===== src/rtl/hiscore_ram_arbiter_if.sv =====
// rtl/hiscore_ram_arbiter_if.sv - CPU, hiscore and work-RAM signal bundle for the arbiter
interface hiscore_ram_arbiter_if #(
  parameter int AW = 16,
  parameter int DW = 8
);
  logic [AW-1:0] cpu_addr;
  logic [DW-1:0] cpu_din;
  logic          cpu_wr;
  logic [DW-1:0] cpu_dout;
  logic          cpu_hold;

  logic [AW-1:0] hs_address;
  logic [DW-1:0] hs_data_in;
  logic          hs_write;
  logic          hs_access_read;
  logic          hs_access_write;
  logic [DW-1:0] hs_data_out;
  logic          hs_grant;

  logic [AW-1:0] ram_addr;
  logic [DW-1:0] ram_din;
  logic          ram_we;
  logic [DW-1:0] ram_dout;

  logic          hs_viol;

  // Arbiter side
  modport slave (
    input  cpu_addr, cpu_din, cpu_wr,
    input  hs_address, hs_data_in, hs_write, hs_access_read, hs_access_write,
    input  ram_dout,
    output cpu_dout, cpu_hold,
    output hs_data_out, hs_grant,
    output ram_addr, ram_din, ram_we,
    output hs_viol
  );

  // Environment side: CPU decode, hiscore engine and work RAM
  modport master (
    output cpu_addr, cpu_din, cpu_wr,
    output hs_address, hs_data_in, hs_write, hs_access_read, hs_access_write,
    output ram_dout,
    input  cpu_dout, cpu_hold,
    input  hs_data_out, hs_grant,
    input  ram_addr, ram_din, ram_we,
    input  hs_viol
  );
endinterface


===== src/rtl/hiscore_ram_arbiter.sv =====
// rtl/hiscore_ram_arbiter.sv - work-RAM port arbiter between main CPU and hiscore engine
module hiscore_ram_arbiter #(
  parameter int AW       = 16,
  parameter int DW       = 8,
  parameter int SETTLE   = 4,
  parameter int MAX_HOLD = 4096
) (
  input  logic                 clkm_master,
  input  logic                 RESET_n,
  hiscore_ram_arbiter_if.slave bus
);

  localparam int CW = $clog2(SETTLE) + 1;
  localparam int WW = $clog2(MAX_HOLD) + 1;
  localparam logic [CW-1:0] CNT_LAST = CW'(SETTLE - 1);
  localparam logic [CW-1:0] CNT_MAX  = '1;
  localparam logic [WW-1:0] WD_LAST  = WW'(MAX_HOLD - 1);
  localparam logic [WW-1:0] WD_MAX   = '1;

  typedef enum logic [1:0] {
    ST_CPU   = 2'd0,
    ST_HOLD  = 2'd1,
    ST_GRANT = 2'd2,
    ST_REL   = 2'd3
  } state_t;

  state_t        state, state_nxt;
  logic [CW-1:0] cnt, cnt_nxt;
  logic [WW-1:0] wd, wd_nxt;
  logic          wd_fire;

  logic          req;
  logic [AW-1:0] addr_mux;
  logic [DW-1:0] din_mux;
  logic          we_mux;
  logic          hold_q;
  logic          grant_q;

  logic          viol;
  logic          prev_grant;
  logic          prev_cpu_side;
  logic [DW-1:0] cpu_dout_r;
  logic [DW-1:0] hs_dout_r;

  assign req = bus.hs_access_read | bus.hs_access_write;

  // State register plus the settle and watchdog counters
  always_ff @(posedge clkm_master or negedge RESET_n) begin
    if (!RESET_n) begin
      state <= ST_CPU;
      cnt   <= '0;
      wd    <= '0;
    end else begin
      state <= state_nxt;
      cnt   <= cnt_nxt;
      wd    <= wd_nxt;
    end
  end

  // Next state, counter updates and RAM port mux
  always_comb begin
    state_nxt = state;
    cnt_nxt   = cnt;
    wd_nxt    = wd;
    wd_fire   = 1'b0;
    addr_mux  = bus.cpu_addr;
    din_mux   = bus.cpu_din;
    we_mux    = bus.cpu_wr;
    hold_q    = 1'b0;
    grant_q   = 1'b0;
    case (state)
      ST_CPU: begin
        // A CPU write coinciding with the request still goes through
        if (req) begin
          state_nxt = ST_HOLD;
          cnt_nxt   = '0;
        end
      end
      ST_HOLD: begin
        // CPU keeps the port so a write already on the bus can finish
        hold_q = 1'b1;
        if (cnt != CNT_MAX) cnt_nxt = cnt + 1'b1;
        if (!req) begin
          state_nxt = ST_REL;
        end else if (cnt == CNT_LAST) begin
          state_nxt = ST_GRANT;
          wd_nxt    = '0;
        end
      end
      ST_GRANT: begin
        hold_q   = 1'b1;
        grant_q  = 1'b1;
        addr_mux = bus.hs_address;
        din_mux  = bus.hs_data_in;
        we_mux   = bus.hs_write;
        if (wd != WD_MAX) wd_nxt = wd + 1'b1;
        if (!req) begin
          state_nxt = ST_REL;
        end else if (wd == WD_LAST) begin
          state_nxt = ST_REL;
          wd_fire   = 1'b1;
        end
      end
      ST_REL: begin
        // One quiet cycle before the CPU gets the port back
        hold_q    = 1'b1;
        we_mux    = 1'b0;
        state_nxt = ST_CPU;
      end
      default: begin
        state_nxt = ST_CPU;
      end
    endcase
  end

  // Sticky violation flag: stray hiscore write or watchdog expiry
  always_ff @(posedge clkm_master or negedge RESET_n) begin
    if (!RESET_n) begin
      viol <= 1'b0;
    end else if ((bus.hs_write && state != ST_GRANT) || wd_fire) begin
      viol <= 1'b1;
    end
  end

  // Read-data capture, steered by who owned the port on the previous cycle
  always_ff @(posedge clkm_master or negedge RESET_n) begin
    if (!RESET_n) begin
      prev_grant    <= 1'b0;
      prev_cpu_side <= 1'b0;
      cpu_dout_r    <= '0;
      hs_dout_r     <= '0;
    end else begin
      prev_grant    <= (state == ST_GRANT);
      prev_cpu_side <= (state == ST_CPU) || (state == ST_HOLD);
      if (prev_grant)    hs_dout_r  <= bus.ram_dout;
      if (prev_cpu_side) cpu_dout_r <= bus.ram_dout;
    end
  end

  assign bus.ram_addr    = addr_mux;
  assign bus.ram_din     = din_mux;
  assign bus.ram_we      = we_mux & RESET_n;
  assign bus.cpu_hold    = hold_q;
  assign bus.hs_grant    = grant_q;
  assign bus.hs_viol     = viol;
  assign bus.cpu_dout    = cpu_dout_r;
  assign bus.hs_data_out = hs_dout_r;

endmodule

===== src/flat_wrapper.sv =====
// flat-port wrapper written by rule: the top's interface ports become plain ports
module hiscore_ram_arbiter_flat 
#(
  parameter int AW       = 16,
  parameter int DW       = 8,
  parameter int SETTLE   = 4,
  parameter int MAX_HOLD = 4096
)
  (clkm_master, RESET_n, bus_cpu_addr, bus_cpu_din, bus_cpu_wr, bus_hs_address, bus_hs_data_in, bus_hs_write, bus_hs_access_read, bus_hs_access_write, bus_ram_dout, bus_cpu_dout, bus_cpu_hold, bus_hs_data_out, bus_hs_grant, bus_ram_addr, bus_ram_din, bus_ram_we, bus_hs_viol);
  hiscore_ram_arbiter_if #(.AW(AW), .DW(DW)) bus_i ();
  input  logic clkm_master;
  input  logic RESET_n;
  input wire logic [$bits(bus_i.cpu_addr)-1:0] bus_cpu_addr;
  input wire logic [$bits(bus_i.cpu_din)-1:0] bus_cpu_din;
  input wire logic [$bits(bus_i.cpu_wr)-1:0] bus_cpu_wr;
  input wire logic [$bits(bus_i.hs_address)-1:0] bus_hs_address;
  input wire logic [$bits(bus_i.hs_data_in)-1:0] bus_hs_data_in;
  input wire logic [$bits(bus_i.hs_write)-1:0] bus_hs_write;
  input wire logic [$bits(bus_i.hs_access_read)-1:0] bus_hs_access_read;
  input wire logic [$bits(bus_i.hs_access_write)-1:0] bus_hs_access_write;
  input wire logic [$bits(bus_i.ram_dout)-1:0] bus_ram_dout;
  output wire logic [$bits(bus_i.cpu_dout)-1:0] bus_cpu_dout;
  output wire logic [$bits(bus_i.cpu_hold)-1:0] bus_cpu_hold;
  output wire logic [$bits(bus_i.hs_data_out)-1:0] bus_hs_data_out;
  output wire logic [$bits(bus_i.hs_grant)-1:0] bus_hs_grant;
  output wire logic [$bits(bus_i.ram_addr)-1:0] bus_ram_addr;
  output wire logic [$bits(bus_i.ram_din)-1:0] bus_ram_din;
  output wire logic [$bits(bus_i.ram_we)-1:0] bus_ram_we;
  output wire logic [$bits(bus_i.hs_viol)-1:0] bus_hs_viol;
  assign bus_i.cpu_addr = bus_cpu_addr;
  assign bus_i.cpu_din = bus_cpu_din;
  assign bus_i.cpu_wr = bus_cpu_wr;
  assign bus_i.hs_address = bus_hs_address;
  assign bus_i.hs_data_in = bus_hs_data_in;
  assign bus_i.hs_write = bus_hs_write;
  assign bus_i.hs_access_read = bus_hs_access_read;
  assign bus_i.hs_access_write = bus_hs_access_write;
  assign bus_i.ram_dout = bus_ram_dout;
  assign bus_cpu_dout = bus_i.cpu_dout;
  assign bus_cpu_hold = bus_i.cpu_hold;
  assign bus_hs_data_out = bus_i.hs_data_out;
  assign bus_hs_grant = bus_i.hs_grant;
  assign bus_ram_addr = bus_i.ram_addr;
  assign bus_ram_din = bus_i.ram_din;
  assign bus_ram_we = bus_i.ram_we;
  assign bus_hs_viol = bus_i.hs_viol;
  hiscore_ram_arbiter #(.AW(AW), .DW(DW), .SETTLE(SETTLE), .MAX_HOLD(MAX_HOLD)) u_core (.clkm_master(clkm_master), .RESET_n(RESET_n), .bus(bus_i));
endmodule

===== config.mk =====
export PLATFORM = sky130hd
export DESIGN_NAME = hiscore_ram_arbiter_flat
export DESIGN_NICKNAME = d
export VERILOG_FILES = /design/src/rtl/hiscore_ram_arbiter_if.sv /design/src/rtl/hiscore_ram_arbiter.sv /design/src/flat_wrapper.sv
export SDC_FILE = /design/constraint.sdc
export NUM_CORES = 1
export LEC_CHECK = 0
export ABC_AREA = 1
export CAP_MARGIN = 20
export CELL_PAD_IN_SITES_DETAIL_PLACEMENT = 0
export CELL_PAD_IN_SITES_GLOBAL_PLACEMENT = 1
export CORE_AREA = 2 2 97 99
export DETAILED_ROUTE_END_ITERATION = 8
export DIE_AREA = 0 0 99 101
export MAX_ROUTING_LAYER = met4
export PLACE_DENSITY = 0.81
export REMOVE_ABC_BUFFERS = 1
export SETUP_SLACK_MARGIN = 0.4
export SLEW_MARGIN = 20
export SYNTH_ARGS = -nofsm -noshare
export SYNTH_HDL_FRONTEND = slang
export SYNTH_SLANG_ARGS = --single-unit

===== constraint.sdc =====
create_clock -name clkm_master -period 1.52 [get_ports clkm_master]
set_input_delay 0.228 -clock clkm_master [delete_from_list [all_inputs] [get_ports clkm_master]]
set_output_delay 0.228 -clock clkm_master [all_outputs]
set_load 0.02 [all_outputs]

==> impl_metrics.yaml, run 1 <==
critical_path:
  critPathCaptureType: "output port"
  critPathKind: "flop to output port"
  cp_arrival_ps: 1430
  timing.critical_path.fanout_max: 10
  cp.required_ps: 1290
  startpoint_type: "flop"
drt:
  top_layer_used: "met4"
  wl_met2_mm: 3.00
  ant_nets: 0
  post-route-drc-count: 0
  first_iter_violations: 66
  wirelength_met1_mm: 2.74
  wl_mm: 6.24
  viasPerCell: 4.39
  detailedRoute.firstPassIterationCount: 4
  met3_wirelength_um: 421
  vias: 2444
  wl_per_cell_um: 11.2
clock_tree:
  h_tree_levels: 2
  clock_sink_count: 37
  cts-buffers-inserted: 5
  cts.root.buffer_cell: "clkbuf_8"
  worst_skew_pair.late_latency_ps: 290
  clock_tree_from_tritoncts: "built"
  cts-root-to-sink-buffers: 2
  clk_pin_slew_ps: 80
timing:
  hold_slack_ps: -7.87
  report.final.setup_viol: 41
  final_hold_viol_count: 10
  slew-limit-headroom_pct: 68.7
  skew_ps: 5.53
  crit_path_time_final_ps: 1660
  post-route-period-util_pct: 109
  rsz_0062_raised_after_global_routing: "yes"
  max_freq_mhz: 604
  timing_worst_slew_pin_value_ps: 470
  final-max-slew-violation-count: 0
  fin_ws_ps: -136
  timing.setup.tns_ps: -3980
yosys:
  area_fraction_in_compound_gates_after_synthesis_pct: 4.54
  netlist_top_cells_area: "dfrtp_1, nand2_1, mux2_2"
  combinational_family_with_the_most_area_after_synthesis: "simple AND/OR/NAND/NOR gates"
  synth.ff_latch_count: 37
  yosys.area_share.simple_pct: 35.4
  synth.yosys.seq_area_share_pct: 40.4
  post_synth_inst_count: 302
  post_synthesis_cell_type_with_the_largest_combined_area: "dfrtp_1"
  syn_area_sq_mm: 0.00229
  syn-mean-instance-area_sq_um: 7.58
  synth-xor-area-share_pct: 1.15
  post_synth_num_cell_types: 29
  synth_top_cell_area_share_pct: 40.4
  ys.warnings.count: 0
  synthAdderAreaFrac_pct: 4.92
  post_synth_mux_area_share_pct: 7.87
cells_and_area:
  layout_area_growth_over_synthesis_pct: 71.6
  final_instance_count_without_filler_cells: 557
  fill_cells: 870
  antenna_cells_inserted: 0
  design.final.nets: 516
  share_of_layout_cells_above_drive_strength_1_pct: 33.9
place:
  detailedPlacementHpwl_mm: 4.65
  portBuffers: 105
  preCtsSetupSlack_ps: -395
  dpl.cell_count: 540
  globalplace.congestion: 0.770
flow_run:
  maxCapViolCount: 0
floorplanning:
  area_of_the_die_sq_mm: 0.0100
  core_area_sq_mm: 0.00898
  floorplan.initialDensity_pct: 25.5
  die_width_um: 99
  floorplan.die.height_um: 101
  design.portCount: 106
  std_cell_rows: 35
outcome:
  result_of_the_run: "complete, but fails checks"
  failed_checks: "hold timing, setup timing"
power_and_ir_drop:
  post-layout-total-power_mw: 6.88
  total_leakage_power_nw: 1.90
  power.ir.vdd_worst_v: 0.00115
  power-per-cell-area_mw_per_mm2: 1750
min_path:
  holdCritPathClass: "input pin to asynchronous set/reset pin"
grt:
  grt_antenna_before_repair: 0
  globalRouteTotalUtil_pct: 13.1
  grt_pass1_wl_mm: 10.5
  gr-total-overflow: 0
  number_of_global_route_vias_before_repair: 2462
  grt_max_degree: 38
## critical path, stage by stage, from the launching register on
cell       delay, ps
dfrtp_1          390
inv_2             80
ha_4             190
inv_8             60
clkbuf_16        160
nand2_1           60
nand2_1           40
buf_2            150
## worst paths after layout
kind                            startpoint                     end  slack, ps  depth (start not counted)
min reg2reg                  u_core.cnt[1]           u_core.cnt[1]        500                          2
min in group clkm_master     u_core.cnt[1]           u_core.cnt[1]        500                          2
max reg2reg                u_core.state[0]            u_core.wd[0]       -100                          9
max in group asynchronous          RESET_n  u_core.bus.cpu_dout[7]       1200                          2
max                        u_core.state[0]         bus_ram_addr[3]       -140                          7
min                                RESET_n         u_core.state[0]         -8                          2
## cell usage in the layout, fill, tap and decap left out, types with 3 or more instances in the layout
cell type | netlist | routed
inv_1 | 16 | 13
nor2_4 | 1 | 3
nand2_4 | 1 | 5
buf_6 | 2 | 19
nand2_2 | 3 | 14
a21oi_1 | 6 | 6
mux2_2 | 16 | 16
nand3_1 | 21 | 21
nand2_1 | 131 | 116
clkbuf_8 | 0 | 5
ha_1 | 9 | 5
buf_12 | 0 | 4
inv_2 | 1 | 3
buf_4 | 0 | 37
nand4_1 | 3 | 3
clkdlybuf4s50_1 | 0 | 60
dfrtp_1 | 37 | 37
nor2_1 | 27 | 24
buf_2 | 2 | 26
o21ai_0 | 4 | 3
## synthesized netlist by cell type, drive strengths merged
master and n:
inv 17, a31oi 1, buf 4, o22ai 1, mux2 16, nand2 135
nand3 21, o211ai 1, nor2 30, clkinv 1, o21ai 6, xor2 2
nor3 1, xnor2 1, clkbuf 8, a21oi 7, dfrtp 37, nand4 4
ha 9
## power breakdown
part	total, mW	internal [mW]	switching [mW]	leakage (nW)
Combinational	4.67	2.25	2.41	1.38
Sequential	1.52	1.30	0.226	0.467
Clock	0.696	0.325	0.371	0.0445
## area by class of cell
cell class / instances / area (sq um) / area share, %
Clock buffer: 5 / 68.8 / 1.75
Clock inverter: 3 / 21.3 / 0.541
Inverter: 18 / 77.6 / 1.97
Multi-Input combinational cell: 235 / 1350 / 34.2
Sequential cell: 37 / 926 / 23.6
Tap cell: 111 / 139 / 3.53
Timing Repair Buffer: 148 / 1350 / 34.4
## repair_timing
item | 4_1_cts | 5_1_grt
endpoints found under the setup margin | 64 | 48
hold buffers | 0 | 0
cloned | 0 | 2
pin swaps | 4 | 1
buffers inserted | 3 | 4
resized for setup | 214 | 42
## metal layers
layer | up-vias | global-route usage, %
met5 | - | -
met4 | 0 | 3.79
met3 | 4 | 2.36
met2 | 104 | 22.7
met1 | 1097 | 15.5
li1 | 1239 | -
## logic make-up (layout without fill, tap and decap cells)
logic type	after synthesis	in the layout
buffers and inverters	30	174
flip-flops	37	37
XOR/XNOR	3	3
AO/OA/AOI/OAI	16	16
AND/OR/NAND/NOR	191	191
multiplexers	16	16
adder cells (fa/ha/maj)	9	9
## through the flow
stage / util, % / instance area (sq um)
after floorplan: - / 2230
after global placement: 41.3 / 3700
after detailed placement: 41.3 / 3700
after CTS: 41.5 / 3720
after global routing: 43.8 / 3930
final: 43.8 / 3930
## registers in the layout, indices dropped and copies added, names as in the netlist
signal,count
u_core.prev_cpu_side,1
u_core.cnt,3
u_core.bus.hs_data_out,8
u_core.state,2
u_core.bus.hs_viol,1
u_core.wd,13
u_core.prev_grant,1
u_core.bus.cpu_dout,8
Note: power is estimated with default switching activity, not from simulation.
==> run 2: changes to the inputs <==
--- a/config.mk
+++ b/config.mk
@@ -12,6 +12,7 @@
 export CORE_AREA = 2 2 97 99
 export DETAILED_ROUTE_END_ITERATION = 8
 export DIE_AREA = 0 0 99 101
+export GPL_TIMING_DRIVEN = 0
 export MAX_ROUTING_LAYER = met4
 export PLACE_DENSITY = 0.81
 export REMOVE_ABC_BUFFERS = 1
==> impl_metrics.yaml, run 2 (synthesis gave the netlist of run 1 again) <==
min_path:
  holdCritPathClass: "input pin to asynchronous set/reset pin"
grt:
  number_of_global_route_vias_before_repair: 2506
  grt_pass1_wl_mm: 11.4
  gr-total-overflow: 0
  grt_max_degree: 27
  grt_antenna_before_repair: 0
  globalRouteTotalUtil_pct: 14.4
drt:
  wl_per_cell_um: 12.7
  vias: 2480
  viasPerCell: 4.55
  detailedRoute.firstPassIterationCount: 4
  wl_met2_mm: 3.42
  first_iter_violations: 82
  post-route-drc-count: 0
  wirelength_met1_mm: 2.86
  met3_wirelength_um: 546
  top_layer_used: "met4"
  ant_nets: 0
  wl_mm: 6.92
floorplanning:
  floorplan.die.height_um: 101
  std_cell_rows: 35
  die_width_um: 99
  core_area_sq_mm: 0.00898
  design.portCount: 106
  floorplan.initialDensity_pct: 25.5
  area_of_the_die_sq_mm: 0.0100
power_and_ir_drop:
  power.switching_mw: 3.35
  intPower_mw: 3.86
  power-per-cell-area_mw_per_mm2: 1840
  p_clk_share_pct: 12.4
  p_comb_share_pct: 66.2
  post-layout-total-power_mw: 7.21
  seq_power_share_pct: 21.4
  power.ir.vdd_worst_v: 0.000814
  switching_share_pct: 46.5
  total_leakage_power_nw: 1.84
place:
  globalplace.congestion: 0.776
  portBuffers: 105
  detailedPlacementHpwl_mm: 4.29
critical_path:
  startpoint_type: "flop"
  timing.critical_path.fanout_max: 5
  critPathKind: "flop to output port"
  critPathCaptureType: "output port"
  r2r_end: "u_core.wd[9]"
  reg2reg_depth: 10
  cp_arrival_ps: 1510
  worst_r2r_startpoint: "u_core.state[1]"
  cp.required_ps: 1290
  cp-startpoint: "u_core.state[0]"
  reg2reg_slack_ps: -190
timing:
  crit_path_time_final_ps: 1740
  timing_worst_slew_pin_value_ps: 511
  max_freq_mhz: 574
  skew_ps: 8.37
  slew-limit-headroom_pct: 65.8
  final_hold_viol_count: 0
  fin_ws_ps: -223
  post-route-period-util_pct: 115
  report.final.setup_viol: 41
  final-max-slew-violation-count: 0
  rsz_0062_raised_after_global_routing: "yes"
cells_and_area:
  fill_cells: 875
  largest_register_ffs: 13
  layout_area_growth_over_synthesis_pct: 71.6
  registers.top_by_ff_count: "u_core.wd"
  final_core_area_utilization_pct: 43.8
  ff_latch_area_sq_um: 928
  mostFrequentLayoutCell: "nand2_1"
  antenna_cells_inserted: 0
  share_of_layout_cells_above_drive_strength_1_pct: 33.9
  multi_input_comb_area_sq_mm: 0.00146
  design.final.nets: 504
  layout_common_cells: "nand2_1, clkdlybuf4s50_1, dfrtp_1"
outcome:
  result_of_the_run: "complete, but fails checks"
  failed_checks: "setup timing"
clock_tree:
  clock_sink_count: 37
  cts-buffers-inserted: 5
  clock_tree_from_tritoncts: "built"
  worst_skew_pair.late_latency_ps: 290
  cts.root.buffer_cell: "clkbuf_8"
  clk_pin_slew_ps: 80
  cts-root-to-sink-buffers: 2
  h_tree_levels: 2
flow_run:
  maxCapViolCount: 0
## run 2: worst max path at each step
stage | slack [ps] | end | depth (start not counted)
3_5_place_dp | -2120 | bus_ram_we | 6
6_report | -220 | bus_ram_we | 7
3_3_place_gp | -2730 | bus_ram_we | 6
2_1_floorplan | -1480 | u_core.wd[10] | 7
4_1_cts | -230 | bus_ram_addr[15] | 7
5_1_grt | -310 | bus_ram_we | 7
## run 2: cell type report
type                            instances  share of cell area, %
Timing Repair inverter                  3                  0.860
Sequential cell                        37                   23.6
Inverter                               18                   2.17
Tap cell                              111                   3.54
Multi-Input combinational cell        238                   37.3
Clock inverter                          2                  0.955
Timing Repair Buffer                  130                   29.5
Clock buffer                            6                   2.10
## run 2: timing repair
action | CTS | global route
pin swaps | 5 | 9
gates resized for setup | 213 | 55
buffers inserted | 15 | 6
cloned | 7 | 0
endpoints found under the setup margin | 65 | 47
hold endpoints to repair | 11 | 0
hold buffers | 2 | 0
## run 2: critical path, cell delays in order (launching register included)
cell	delay [ps]
dfrtp_2	420
inv_2	80
ha_4	170
buf_12	160
clkinv_8	80
o21ai_2	100
nor2_1	50
buf_4	150
## run 2: stage by stage
stage	worst slack (ps)	instance area [sq um]	TNS (ps)	std cells	hold WS [ps]
final	-223	3930	-6720	545	472
after global routing	-310	3930	-9850	545	502
after CTS	-235	3720	-6830	539	494
after detailed placement	-2120	3430	-77510	507	144
after global placement	-2730	3420	-128440	506	464
after floorplan	-1480	2230	-53050	290	-67.6
## run 2: power by group through the flow
| stage | Sequential (mW) | Combinational [mW] | Clock [mW] |
|---|---|---|---|
| 6_report | 1.54 | 4.78 | 0.893 |
| 3_3_place_gp | 1.56 | 3.63 | 0 |
| 2_1_floorplan | 1.80 | 1.79 | 0 |
| 3_5_place_dp | 1.58 | 3.66 | 0 |
| 4_1_cts | 1.54 | 4.33 | 0.923 |
| 5_1_grt | 1.61 | 5.12 | 0.973 |
## run 2: metal layers
layer / global-route usage (%) / up-vias
met5: - / -
met4: 4.85 / 0
met3: 2.98 / 8
met2: 25.4 / 123
met1: 16.4 / 1122
li1: - / 1227
